**src/rtl/tour_length_if.sv**
```systemverilog
`default_nettype none
// +--------------------------------------------------------------------------+
// | tour_length_if : start/result handshake, point RAM port, distance pair   |
// | Revision 1.0                                                             |
// +--------------------------------------------------------------------------+
interface tour_length_if #(parameter int AW = 4);
  logic          start;
  logic [AW:0]   n_city;
  logic [AW-1:0] pt_addr;
  logic [7:0]    pt_x;
  logic [7:0]    pt_y;
  logic [7:0]    x1;
  logic [7:0]    y1;
  logic [7:0]    x2;
  logic [7:0]    y2;
  logic [31:0]   dist_res;
  logic [31:0]   total;
  logic          busy;
  logic          done;

  modport slave (
    input  start, n_city, pt_x, pt_y, dist_res,
    output pt_addr, x1, y1, x2, y2, total, busy, done
  );

  modport master (
    output start, n_city, pt_x, pt_y, dist_res,
    input  pt_addr, x1, y1, x2, y2, total, busy, done
  );
endinterface
`default_nettype wire

```
**src/rtl/tour_length.sv**
```systemverilog
`default_nettype none
// +--------------------------------------------------------------------------+
// | tour_length : walks a closed tour, feeds point pairs, sums distances     |
// | Revision 1.0                                                             |
// +--------------------------------------------------------------------------+
module tour_length #(
  parameter int N_MAX = 16,
  parameter int LAT   = 11,
  parameter int AW    = $clog2(N_MAX)
) (
  input  logic         clk,
  input  logic         rst_n,
  tour_length_if.slave bus
);

  localparam logic [2:0] S_IDLE  = 3'd0;
  localparam logic [2:0] S_FETCH = 3'd1;
  localparam logic [2:0] S_CLOSE = 3'd2;
  localparam logic [2:0] S_DRAIN = 3'd3;
  localparam logic [2:0] S_DONE  = 3'd4;

  localparam logic [AW:0]    N_CAP   = (AW+1)'(N_MAX);
  localparam logic [LAT-1:0] TOP_BIT = {1'b1, {(LAT-1){1'b0}}};

  logic [2:0]     state;
  logic [AW:0]    n_lat;
  logic           addr_vld;
  logic           rd_vld;
  logic [AW-1:0]  rd_k;
  logic [7:0]     first_x;
  logic [7:0]     first_y;
  logic [7:0]     prev_x;
  logic [7:0]     prev_y;
  logic           pair_vld;
  logic [LAT-1:0] vline;

  logic [AW:0] n_clamped;
  logic [AW:0] last_idx;
  logic        drain_last;

  assign n_clamped = (bus.n_city > N_CAP) ? N_CAP : bus.n_city;
  assign last_idx  = n_lat - (AW+1)'(1);
  // Only the final result may still be in flight: it is added on this edge.
  assign drain_last = !pair_vld && ((vline & ~TOP_BIT) == '0);
  assign bus.done   = (state == S_DONE);

  always_ff @(posedge clk) begin
    if (!rst_n) begin
      state    <= S_IDLE;
      n_lat    <= '0;
      addr_vld <= 1'b0;
      rd_vld   <= 1'b0;
      rd_k     <= '0;
      first_x  <= '0;
      first_y  <= '0;
      prev_x   <= '0;
      prev_y   <= '0;
      pair_vld <= 1'b0;
      vline    <= '0;
      bus.pt_addr <= '0;
      bus.x1      <= '0;
      bus.y1      <= '0;
      bus.x2      <= '0;
      bus.y2      <= '0;
      bus.total   <= '0;
      bus.busy    <= 1'b0;
    end else begin
      pair_vld <= 1'b0;
      // pair_vld marks a pair on the bus; vline[LAT-1] lines up with its result.
      vline    <= {vline[LAT-2:0], pair_vld};
      if (vline[LAT-1])
        bus.total <= bus.total + bus.dist_res;

      case (state)
        S_IDLE: begin
          if (bus.start) begin
            n_lat     <= n_clamped;
            bus.total <= '0;
            if (n_clamped < (AW+1)'(2)) begin
              state <= S_DONE;
            end else begin
              state       <= S_FETCH;
              bus.pt_addr <= '0;
              addr_vld    <= 1'b1;
              rd_vld      <= 1'b0;
              bus.busy    <= 1'b1;
            end
          end
        end

        S_FETCH: begin
          rd_vld <= addr_vld;
          rd_k   <= bus.pt_addr;
          if (addr_vld) begin
            if ({1'b0, bus.pt_addr} == last_idx)
              addr_vld <= 1'b0;
            else
              bus.pt_addr <= bus.pt_addr + AW'(1);
          end
          if (rd_vld) begin
            prev_x <= bus.pt_x;
            prev_y <= bus.pt_y;
            if (rd_k == '0) begin
              first_x <= bus.pt_x;
              first_y <= bus.pt_y;
            end else begin
              bus.x1   <= prev_x;
              bus.y1   <= prev_y;
              bus.x2   <= bus.pt_x;
              bus.y2   <= bus.pt_y;
              pair_vld <= 1'b1;
            end
            if ({1'b0, rd_k} == last_idx)
              state <= S_CLOSE;
          end
        end

        S_CLOSE: begin
          bus.x1   <= prev_x;
          bus.y1   <= prev_y;
          bus.x2   <= first_x;
          bus.y2   <= first_y;
          pair_vld <= 1'b1;
          state    <= S_DRAIN;
        end

        S_DRAIN: begin
          if (drain_last) begin
            state    <= S_DONE;
            bus.busy <= 1'b0;
          end
        end

        S_DONE: begin
          bus.busy <= 1'b0;
          state    <= S_IDLE;
        end

        default: state <= S_IDLE;
      endcase
    end
  end

endmodule
`default_nettype wire

```
**src/flat_wrapper.sv**
```systemverilog
// flat-port wrapper written by rule: the top's interface ports become plain ports
module tour_length_flat 
#(
  parameter int N_MAX = 16,
  parameter int LAT   = 11,
  parameter int AW    = $clog2(N_MAX)
)
  (clk, rst_n, bus_start, bus_n_city, bus_pt_x, bus_pt_y, bus_dist_res, bus_pt_addr, bus_x1, bus_y1, bus_x2, bus_y2, bus_total, bus_busy, bus_done);
  tour_length_if #(.AW(AW)) bus_i ();
  input  logic clk;
  input  logic rst_n;
  input wire logic [$bits(bus_i.start)-1:0] bus_start;
  input wire logic [$bits(bus_i.n_city)-1:0] bus_n_city;
  input wire logic [$bits(bus_i.pt_x)-1:0] bus_pt_x;
  input wire logic [$bits(bus_i.pt_y)-1:0] bus_pt_y;
  input wire logic [$bits(bus_i.dist_res)-1:0] bus_dist_res;
  output wire logic [$bits(bus_i.pt_addr)-1:0] bus_pt_addr;
  output wire logic [$bits(bus_i.x1)-1:0] bus_x1;
  output wire logic [$bits(bus_i.y1)-1:0] bus_y1;
  output wire logic [$bits(bus_i.x2)-1:0] bus_x2;
  output wire logic [$bits(bus_i.y2)-1:0] bus_y2;
  output wire logic [$bits(bus_i.total)-1:0] bus_total;
  output wire logic [$bits(bus_i.busy)-1:0] bus_busy;
  output wire logic [$bits(bus_i.done)-1:0] bus_done;
  assign bus_i.start = bus_start;
  assign bus_i.n_city = bus_n_city;
  assign bus_i.pt_x = bus_pt_x;
  assign bus_i.pt_y = bus_pt_y;
  assign bus_i.dist_res = bus_dist_res;
  assign bus_pt_addr = bus_i.pt_addr;
  assign bus_x1 = bus_i.x1;
  assign bus_y1 = bus_i.y1;
  assign bus_x2 = bus_i.x2;
  assign bus_y2 = bus_i.y2;
  assign bus_total = bus_i.total;
  assign bus_busy = bus_i.busy;
  assign bus_done = bus_i.done;
  tour_length #(.N_MAX(N_MAX), .LAT(LAT), .AW(AW)) u_core (.clk(clk), .rst_n(rst_n), .bus(bus_i));
endmodule
```
**config.mk**
```make
export PLATFORM = sky130hd
export DESIGN_NAME = tour_length_flat
export DESIGN_NICKNAME = d
export VERILOG_FILES = /design/src/rtl/tour_length_if.sv /design/src/rtl/tour_length.sv /design/src/flat_wrapper.sv
export SDC_FILE = /design/constraint.sdc
export NUM_CORES = 1
export LEC_CHECK = 0
export ABC_AREA = 1
export CAP_MARGIN = 40
export CORE_UTILIZATION = 45
export DETAILED_ROUTE_END_ITERATION = 10
export GPL_TIMING_DRIVEN = 0
export HOLD_SLACK_MARGIN = 0.15
export PLACE_DENSITY = 0.72
export RECOVER_POWER = 100
export SLEW_MARGIN = 30
export SYNTH_ARGS = -nofsm -noshare
export SYNTH_HDL_FRONTEND = slang
export SYNTH_SLANG_ARGS = --single-unit
```
**constraint.sdc**
```tcl
create_clock -name clk -period 1.61 [get_ports clk]
set_input_delay 0.2415 -clock clk [delete_from_list [all_inputs] [get_ports clk]]
set_output_delay 0.2415 -clock clk [all_outputs]
set_load 0.03 [all_outputs]
```
* Word level (Yosys, flattened, before mapping)
Cells that the tools add are included.
** Storage, ports and cells
- Register bits :: 127
- Bits of input ports :: 56
- Output and inout bits :: 70
** Operators by class
- Add/subtract/negate cells :: 3
- $lt $le $gt $ge :: 2
- Eq/ne operators :: 14
- Muxes and demuxes :: 40
- Reduce and logical (&&, ||, !) cells :: 16
** Operators with widths (count)
- $mux 32 :: 3
- $mux 8 :: 8
- $pmux 8 s2 :: 4
- $add 32x32->32 :: 1
- $mux 4 :: 4
- $mux 3 :: 5
- $pmux 3 s4 :: 1
- $logic_not 11->1 :: 1
- $eq 4x5->1 :: 2
- $mux 1 :: 9
- $reduce_and 3->1 :: 3
- $ne 2x1->1 const B :: 4
- $ne 2x2->1 const B :: 4
- $pmux 4 s2 :: 1
- $reduce_and 4->1 :: 2
- $eq 3x2->1 const B :: 2
- $pmux 1 s2 :: 3
- $gt 5x5->1 const B :: 1
- $lt 5x2->1 const B :: 1
- $mux 5 :: 1
- $reduce_and 5->1 :: 1
- $sub 5x1->5 const B :: 1
- $add 4x1->4 const B :: 1
- $logic_not 4->1 :: 1
- other kinds (9) :: 11

* Depth between registers and ports, before layout
Gate-level depths: netlist of the first run.
- Depth in word-level cells :: 6
- Gate-level depth with buffers :: 13

* Worst setup path before layout of the first run
No wires, ideal clock.
- Kind :: reg2reg
- Start :: register u_core.bus.total[0]
- End :: register u_core.bus.total[28]
- Arrival :: 1759 ps
- Data required time :: 1501 ps
- Setup slack :: -257 ps
- Cell stages (with the launch flop) :: 13
- Clock period less this slack :: 1867 ps
- Cell sequence :: dfxtp_1 ha_1 fa_1 nand2_1 a21oi_1 nand3_1 nand3_1 nand2_1 nand2_1 nand2_1 nand3_1 nand2_1 inv_1
** On the way
- Longest elaborated chain between the ends :: 4
** RTL lines
- start: declaration :: line tour_length_if.sv:23 : output pt_addr, x1, y1, x2, y2, total, busy, done
- start signal: assignment :: line tour_length.sv:72 : bus.total <= bus.total + bus.dist_res;
- $add 32x32->32 * :: line tour_length.sv:72
- $mux 32 * :: line tour_length.sv:71 : if (vline[LAT-1])
- $mux 32 :: line tour_length.sv:76 : if (bus.start) begin
- $mux 32 * :: line tour_length.sv:74 : case (state)
Every way passes the cells marked *; elsewhere a longest branch is shown, timed or not.
A chain may end at the register's enable or synchronous reset.

* Worst setup path in the final report of the first run
- Start :: register u_core.bus.total[0]
- End :: register u_core.bus.total[20]
Same word-level chain as after synthesis.

==> out/metrics.cfg, run 1 <==
[synthesis]
synth_top_area_cell=dfxtp_1
synth_area_per_cell_sq_um=6.24
ys_types=41
ys_seq_area_frac=0.344
yosys-top-cells-area=dfxtp_1 (34%), nand2_1 (17%), nor2_1 (10%), inv_1 (9.9%), ha_1 (5.6%)
synthCells=1184
syn-num-nets=1274
ys_ff_latch=127
yosys.area.top_type_share=0.344
synth_area_sq_um=7380
yosysWarnings=0

[setup_path]
cp-start-kind=register
path_max_fanout=4
critPathKind=register to register
required_ns=1.93
crit_arrival_ns=2.12
end_kind=register

[clock_network]
tritoncts=built
cts_made_buffers=17
cts-root-buf=clkbuf_16
clk_pin_slew_worst_paths_ns=0.06
cts.sinks=127
postCtsHoldBufs=0
clockBufferDepth=2
clk_latency_ns=0.43
htree_levels=4

[power]
p_per_area_nw_per_um2=831
p_total_mw=8.90
leakage_nw=5.48
ir_drop_mv=1.02

[timing]
finClkSkew_ns=0.0104
hold_viol_final=0
setup_viol=42
max_freq_mhz=557
post-route-period-util=1.12
final.setup.tns_ns=-3.02
layout_setup_ws_ns=-0.186
min_period_ns=1.80
holdWs_ns=0.419
worst_pin_slew_ns=0.581
rsz0062_at_grt=yes
report.final.slew_viol_count=0
relSlewSlack=0.613

[grt]
grt_max_degree=18
grt_pass1_wl_um=33600
antenna_found_initial=0
track_usage=0.256
grt_pass1_vias=7096
grt_overflow=0

[run_status]
violations=negative setup slack
status=complete, but fails checks

[placement]
place_hpwl_um=15300
gp_congestion=0.956
dp_slack_ns=-0.700
port_buffers=124
dpl_cell_area_sq_um=9100

[die]
rows=46
fp.dieW_um=130
ios=126
design.die.area_sq_um=16900
start_util=0.463
core_area_sq_um=15900
die_h_um=130

[layout]
antenna_cells=0
stdcell_area_sq_um=10700
fill_cells=1406
syn_to_final_growth_pct=45.1
drive_above_1_share=0.205
mostFrequentLayoutCells=nand2_1 (255), nor2_1 (189), inv_1 (180), dfxtp_1 (118), dlygate4sd2_1 (66)
fin_nets=1442
layout_commonest_cell=nand2_1

[route]
ant_nets=0
drc=0
viasPerCell=4.98
wirelength_um=22000
avgRoutedWirePerCell_um=14.0
drt_iter0_drc=396
first_pass_iters=5
via_count=7874

[run]
max-cap-violations=0

[min_path]
hold_path.class=input pin to register

==> routing by layer <==
| layer | global-route usage | wire length (um) | up-vias |
|---|---|---|---|
| li1 | - | - | 4020 |
| met1 | 0.307 | 9540 | 3574 |
| met3 | 0.0451 | 1040 | 54 |
| met5 | 0 | 0 | - |
| met4 | 0.116 | 675 | 0 |
| met2 | 0.444 | 10800 | 226 |
==> repair_timing <==
action                                  4_1_cts  5_1_grt
pin swaps                                    54       45
cloned                                        0        3
buffers inserted                             11       13
resized for setup                           205      128
endpoints found under the setup margin      163       88
==> registers in the layout, indices dropped and copies added, names as in the netlist, 5 cells and up <==
register	cells
u_core.vline	11
u_core.prev_x	8
u_core.bus.total	32
u_core.prev_y	8
u_core.first_x	8
u_core.bus.y2	8
u_core.bus.x2	8
u_core.bus.y1	8
u_core.first_y	8
u_core.bus.x1	8
u_core.n_lat	5
==> through the flow <==
| step | instances | util |
|---|---|---|
| after global routing | 1580 | 0.672 |
| after detailed placement | 1524 | 0.571 |
| final | 1580 | 0.672 |
| after global placement | 1524 | 0.571 |
| after floorplan | 1184 | - |
| after CTS | 1564 | 0.644 |
==> critical path: stages (launching register included) <==
cell     delay, ns
dfxtp_4       0.35
ha_4          0.18
fa_2          0.40
nand2_2       0.12
a21oi_4       0.07
nand3_2       0.09
nand3_4       0.10
nand2_2       0.08
nand2_1       0.04
nand2_1       0.07
nand3_2       0.08
nand2_1       0.08
inv_1         0.03
==> cells by family (layout without fill, tap and decap cells) <==
logic type / Yosys count / after routing / synth area share
simple gates: 623 / 623 / 0.343
buf+inv: 236 / 416 / 0.125
compound gates: 150 / 150 / 0.113
flops: 127 / 127 / 0.344
fa+ha+maj: 34 / 34 / 0.0586
xor+xnor: 14 / 14 / 0.0166
==> layout make-up <==
| class | instances | area, sq um | area share |
|---|---|---|---|
| clock buffers | 17 | 425 | 0.0397 |
| multi-input cells | 821 | 4910 | 0.458 |
| inverters | 203 | 781 | 0.0729 |
| repair buffers | 151 | 1400 | 0.130 |
| plain buffers | 31 | 184 | 0.0172 |
| clock inverters | 14 | 184 | 0.0172 |
| flip-flops and latches | 127 | 2570 | 0.240 |
| well taps | 216 | 270 | 0.0252 |
==> final timing paths <==
kind,start,end,slack [ns],depth (start not counted)
setup / recovery,u_core.bus.total[0],u_core.bus.total[20],-0.19,12
hold / removal,bus_n_city[1],u_core.n_lat[1],0.42,3
setup reg to reg,u_core.bus.total[0],u_core.bus.total[20],-0.19,12
hold reg to reg,u_core.vline[4],u_core.vline[5],0.42,2
==> where the power goes <==
part / switching, mW / internal, mW
Combinational: 0.875 / 0.601
Sequential: 0.0850 / 3.26
Clock: 1.61 / 2.46
==> synth_stat cells, drive strengths merged <==
cell type and n:
a31oi 17, nor3 8, o32ai 3, a21o 2, nand4 8, o21ai 81, buf 13, and2 1
and3 1, o21bai 2, xor2 10, a211oi 6, a22oi 1, o211ai 5, or2 2, nor2 209
nand2 329, fa 1, clkinv 2, ha 33, dfxtp 127, a21oi 33, xnor2 4, nand3b 2
clkbuf 20, inv 201, nand3 63
No activity file was read; power rests on OpenSTA's default activity.
==> inputs of run 2 (changes only) <==
Settings changed: PLACE_DENSITY 0.72 to 0.7.
Clock period 1.61 ns to 2.2 ns, I/O delays scaled along.
==> run 2 against run 1 <==
Compared with the run above: the flow now finishes without violations; utilization down 7.9 points; first-iteration DRC count up 13%; clock skew down 0.0012 ns; total power down 31%; global-route usage down 0.24 points.
==> out/metrics.cfg, run 2 (synthesis results as in run 1) <==
[run_status]
status=finished clean

[grt]
grt_pass1_vias=7025  ; -1.0%
grt_overflow=0  ; unchanged
track_usage=0.253  ; -0.00242
met2_usage=0.441  ; -0.00313
grtUsageMet3=0.0476  ; +0.00246
antenna_found_initial=0  ; unchanged
grt_max_degree=17  ; -1
top_usage_layer=met2
gr-usage-met1=0.309  ; +0.00193
grt_pass1_wl_um=33200  ; -1.0%

[layout]
drive_above_1_share=0.0418  ; -0.163
layout_commonest_cell=nand2_1
fill_cells=1605  ; +14%
finalNonFillerCells=1556  ; -1.5%
fin_nets=1417  ; -1.7%
top_register=u_core.bus.total
antenna_cells=0  ; unchanged
mostFrequentLayoutCells=nand2_1 (327), nor2_1 (207), inv_1 (198), dfxtp_1 (127), o21ai_0 (73)
syn_to_final_growth_pct=28.1
largest_reg_flops=32  ; unchanged
final_core_util=0.593  ; -0.0786
biggestRegsByFlops=u_core.bus.total: 32 flops, u_core.vline: 11 flops

[route]
first_pass_iters=7  ; +2
drc=0  ; unchanged
via_count=7573  ; -3.8%
drt_iter0_drc=446  ; +13%
wirelength_um=20300  ; -7.9%
ant_nets=0  ; unchanged
avgRoutedWirePerCell_um=13.0  ; -6.5%
viasPerCell=4.87  ; -2.3%

[placement]
port_buffers=124  ; unchanged
place_inst=1524  ; unchanged
place_hpwl_um=15400  ; +0.62%
dp_slack_ns=-0.406  ; +0.295 ns
gp_congestion=0.937  ; -2.0%

[die]
design.die.area_sq_um=16900  ; unchanged
rows=46  ; unchanged
start_util=0.463  ; unchanged
ios=126  ; unchanged
die_h_um=130  ; unchanged
fp.dieW_um=130  ; unchanged
core_area_sq_um=15900  ; unchanged

[power]
p_per_area_nw_per_um2=649  ; -22%
leakage_nw=5.04  ; -8.0%
ir_drop_mv=0.548  ; -46%
p_total_mw=6.14  ; -31%

[setup_path]
critPathKind=input pin to register
required_ns=2.53  ; +0.60 ns
crit_arrival_ns=2.40  ; +0.28 ns
path_max_fanout=3  ; -1
cp-start-kind=input pin
end_kind=register

[timing]
worst_pin_slew_ns=0.660  ; +0.0788 ns
layout_setup_ws_ns=0.132  ; +0.318 ns
hold_viol_final=0  ; unchanged
post-route-period-util=0.940
relSlewSlack=0.558  ; -0.0549
report.final.slew_viol_count=0  ; unchanged
rsz0062_at_grt=no
max_freq_mhz=483
setup_viol=0  ; -100%
finClkSkew_ns=0.00921  ; -0.00117 ns
final.setup.tns_ns=0  ; +3.02 ns
min_period_ns=2.07

[clock_network]
cts.sinks=127  ; unchanged
cts_made_buffers=17  ; unchanged
clk_latency_ns=0.43  ; about the same
clk_pin_slew_worst_paths_ns=0.06  ; about the same
clockBufferDepth=2  ; unchanged
postCtsSetupRepairBufs=0  ; -11
htree_levels=4  ; unchanged
tritoncts=built
cts-root-buf=clkbuf_16

[run]
max-cap-violations=0  ; unchanged

[min_path]
hold_path.class=register to register

==> run 2: changes by cell type in the layout (fill, tap and decap cells not counted), moves of 18 or more <==
cell | before | now
ha_4 | 31 | 0
buf_4 | 20 | 1
nand2_2 | 50 | 1
dlygate4sd3_1 | 0 | 70
inv_1 | 180 | 198
nand2_1 | 255 | 327
nor2_1 | 189 | 207
ha_1 | 2 | 33
nand2_4 | 24 | 0
dlygate4sd2_1 | 66 | 0
==> run 2: per-layer routing <==
layer,share of wire,vias to the layer above
met2,0.48,201
met5,0,-
met4,0.021,0
met3,0.048,36
met1,0.45,3364
li1,-,3972
==> run 2: path summary, 6_finish.rpt <==
kind | to | cells after the start | from | slack [ns]
max | u_core.bus.total[27] | 11 | bus_dist_res[1] | 0.13
min | u_core.vline[5] | 2 | u_core.vline[4] | 0.42
max reg2reg | u_core.bus.x1[6] | 7 | u_core.state[2] | 0.18
min reg2reg | u_core.vline[5] | 2 | u_core.vline[4] | 0.42
==> run 2: area by class of cell <==
cell class / instances / area (sq um) / area share
clock buffer: 18 / 439 / 0.0464
sequential: 127 / 2540 / 0.269
tap: 216 / 270 / 0.0286
timing repair buffer: 124 / 1230 / 0.131
multi-input combinational: 821 / 3910 / 0.414
buffer: 33 / 151 / 0.0160
inverter: 203 / 764 / 0.0808
clock inverter: 14 / 143 / 0.0151
==> run 2: power by group <==
group	internal [mW]	leakage [nW]	switching [mW]
combinational	0.336	3.74	0.556
clock	1.62	0.271	1.18
sequential	2.39	1.03	0.0575
==> run 2: through the flow <==
stage          hold slack (ns)  area (sq um)
2_1_floorplan            0.407          7380
3_3_place_gp             0.415          8900
3_5_place_dp             0.416          8900
4_1_cts                  0.424          9480
5_1_grt                  0.438          9460
6_report                 0.425          9460
==> run 2: what timing repair did <==
item                                    4_1_cts  5_1_grt
endpoints found under the hold margin         0        0
hold buffers                                  0        0
endpoints found under the setup margin        0        8
gates resized for setup                       0        6
==> run 2: worst max-delay path, stage by stage <==
cell	delay [ns]
dlygate4sd3_1	0.62
ha_1	0.31
nand2_1	0.07
a21oi_1	0.27
nand3_1	0.12
nand3_1	0.23
nand2_1	0.14
nand3_1	0.11
nand3_1	0.08
nand2_1	0.08
inv_1	0.03
==> inputs of run 3 (changes only) <==
Settings changed: CORE_MARGIN from default to 3, PLACE_DENSITY 0.7 to 0.77.
==> run 3 against run 2 <==
Compared with the run above: total power grew 0.96%; register-to-register slack got worse by 0.02 ns; die area grew 6.2%; global-route usage down 1.9 points; critical endpoint is now u_core.bus.y2[7].
==> out/metrics.cfg, run 3 (synthesis results as in run 1) <==
[layout]
fin_nets=1417  ; unchanged
finalNonFillerCells=1556  ; unchanged
top_register=u_core.bus.total
antenna_cells=0  ; unchanged
drive_above_1_share=0.0425  ; +0.000746
layout_commonest_cell=nand2_1
biggestRegsByFlops=u_core.bus.total: 32 flops, u_core.vline: 11 flops
syn_to_final_growth_pct=28.4
largest_reg_flops=32  ; unchanged
mostFrequentLayoutCells=nand2_1 (326), nor2_1 (208), inv_1 (196), dfxtp_1 (127), o21ai_0 (78)
fill_cells=1587  ; -1.1%

[clock_network]
clk_latency_ns=0.43  ; about the same
tritoncts=built
cts_made_buffers=17  ; unchanged
clk_pin_slew_worst_paths_ns=0.07  ; about the same
postCtsHoldBufs=0  ; unchanged
htree_levels=4  ; unchanged
cts.repair.resized=1  ; +1
postCtsSetupRepairBufs=0  ; unchanged
clockBufferDepth=2  ; unchanged
cts.sinks=127  ; unchanged
cts-root-buf=clkbuf_16

[placement]
place_inst=1524  ; unchanged
port_buffers=124  ; unchanged
place_hpwl_um=15700  ; +1.8%
gp_congestion=0.950  ; +1.4%
dp_slack_ns=-0.341  ; +0.0651 ns

[setup_path]
critPathKind=register to register
r2r_start=u_core.state[0]
crit_top_cell=clkbuf_2
cpPeakStageDelay_ns=0.39  ; -0.23 ns
startpoint=u_core.state[0]
crit_arrival_ns=2.34  ; -0.06 ns
worst-r2r-cell-count=9  ; +2
path_cells=inv_2, nor2_1, nand2_4, clkinvlp_2, nand2_8, o21ai_4, clkbuf_2, clkbuf_2, a31oi_1
path_buf_inv=4  ; +2
regToRegEndpoint=u_core.bus.y2[7]
slowest_stage=dfxtp_1
required_ns=2.50  ; -0.03 ns
endpoint=u_core.bus.y2[7]
end_kind=register
cp-start-kind=register
crit_family=buffers and inverters
rrSetupSlack_ns=0.16  ; -0.02 ns
worst-path-stages=9  ; -2
path_max_fanout=10  ; +7

[route]
first_pass_iters=5  ; -2
viasPerCell=4.89  ; +0.57%
avgRoutedWirePerCell_um=13.2  ; +1.3%
via_count=7616  ; +0.57%
drt_iter0_drc=416  ; -6.7%
drc=0  ; unchanged
ant_nets=0  ; unchanged
wirelength_um=20600  ; +1.3%

[die]
ios=126  ; unchanged
rows=46  ; unchanged
fp.dieW_um=134  ; +3.1%
core_area_sq_um=16000  ; +0.36%
design.die.area_sq_um=18000  ; +6.2%
start_util=0.462  ; -0.00167
die_h_um=134  ; +3.1%

[power]
p_per_area_nw_per_um2=654  ; +0.68%
p_int_mw=4.27  ; -1.7%
power_frac_seq=0.395  ; -0.004
p_clk_frac=0.461  ; +0.005
combinationalPowerShare=0.144  ; about the same
leakage_nw=5.07  ; +0.56%
swShare=0.311  ; +0.0184
switching_power_mw=1.93  ; +7.3%
ir_drop_mv=0.571  ; +4.1%

[timing]
post-route-period-util=0.928  ; -0.0125
rsz0062_at_grt=no
finClkSkew_ns=0.0104  ; +0.00118 ns
relSlewSlack=0.606  ; +0.0479
max_freq_mhz=490  ; +1.3%
hold_viol_final=0  ; unchanged
min_period_ns=2.04  ; -0.0275 ns
setup_viol=0  ; unchanged
report.final.slew_viol_count=0  ; unchanged
worst_pin_slew_ns=0.591  ; -0.0683 ns
layout_setup_ws_ns=0.159  ; +0.0275 ns

[grt]
track_usage=0.234  ; -0.0191
grt_overflow=0  ; unchanged
grt_max_degree=18  ; +1
grt_pass1_wl_um=34300  ; +3.2%
antenna_found_initial=0  ; unchanged
grt_pass1_vias=7343  ; +4.5%

[run_status]
status=finished clean

[run]
max-cap-violations=0  ; unchanged

[min_path]
hold_path.class=register to register

## run 3: cell types whose count changed in the layout (fill, tap and decap cells not counted), sizes merged
| cell | delta |
|---|---|
| clkinv | +4 |
| dlygate4sd3 | -1 |
| inv | +2 |
| bufinv | -1 |
| clkdlybuf4s50 | +1 |
| dlygate4sd2 | +1 |
| clkinvlp | -4 |
| buf | -2 |
## run 3: power groups by stage
stage | logic (mW) | clock network (mW) | registers, mW
3_5_place_dp | 0.916 | 0 | 2.50
5_1_grt | 0.987 | 3.01 | 2.46
3_3_place_gp | 0.903 | 0 | 2.50
4_1_cts | 0.924 | 2.90 | 2.45
6_report | 0.891 | 2.86 | 2.45
2_1_floorplan | 0.470 | 0 | 2.59
## run 3: worst min-delay path by stage
| stage | start | endpoint | slack, ns | cells past startpoint |
|---|---|---|---|---|
| 3_5_place_dp | u_core.vline[6] | u_core.vline[7] | 0.42 | 2 |
| 5_1_grt | u_core.vline[1] | u_core.vline[2] | 0.44 | 2 |
| 4_1_cts | u_core.vline[0] | u_core.vline[1] | 0.43 | 2 |
| 3_3_place_gp | u_core.vline[4] | u_core.vline[5] | 0.41 | 2 |
| 2_1_floorplan | u_core.pair_vld | u_core.vline[0] | 0.41 | 2 |
| 6_report | u_core.vline[1] | u_core.vline[2] | 0.42 | 2 |
## run 3: stage by stage
step / utilization / hold slack, ns / power (mW) / setup TNS, ns / area (sq um)
2_1_floorplan: - / 0.407 / 3.06 / 0 / 7380
4_1_cts: 0.594 / 0.427 / 6.28 / 0 / 9500
3_3_place_gp: 0.556 / 0.413 / 3.41 / -3.37 / 8900
3_5_place_dp: 0.556 / 0.417 / 3.42 / -3.53 / 8900
6_report: 0.593 / 0.420 / 6.20 / 0 / 9490
5_1_grt: 0.593 / 0.441 / 6.46 / 0 / 9490
## run 3: tightest hold or removal path, stage by stage (launching register included)
cell	delay, ns
dfxtp_1	0.31
nand2_1	0.05
inv_1	0.03
## run 3: layout make-up
class / count / area, sq um / area share
Buffer: 33 / 145 / 0.0153
Clock buffer: 17 / 425 / 0.0448
Clock inverter: 15 / 181 / 0.0191
Inverter: 203 / 763 / 0.0805
Multi-Input combinational cell: 821 / 3920 / 0.413
Sequential cell: 127 / 2540 / 0.268
Tap cell: 216 / 270 / 0.0285
Timing Repair Buffer: 124 / 1240 / 0.131
## run 3: per-layer routing
metal	up-vias	share of wire	wire length, um	GRT usage
met1	3389	0.43	8780	0.281
met5	-	0	0	0
li1	3956	-	-	-
met3	51	0.054	1110	0.0439
met4	0	0.033	684	0.0939
met2	220	0.49	9980	0.414
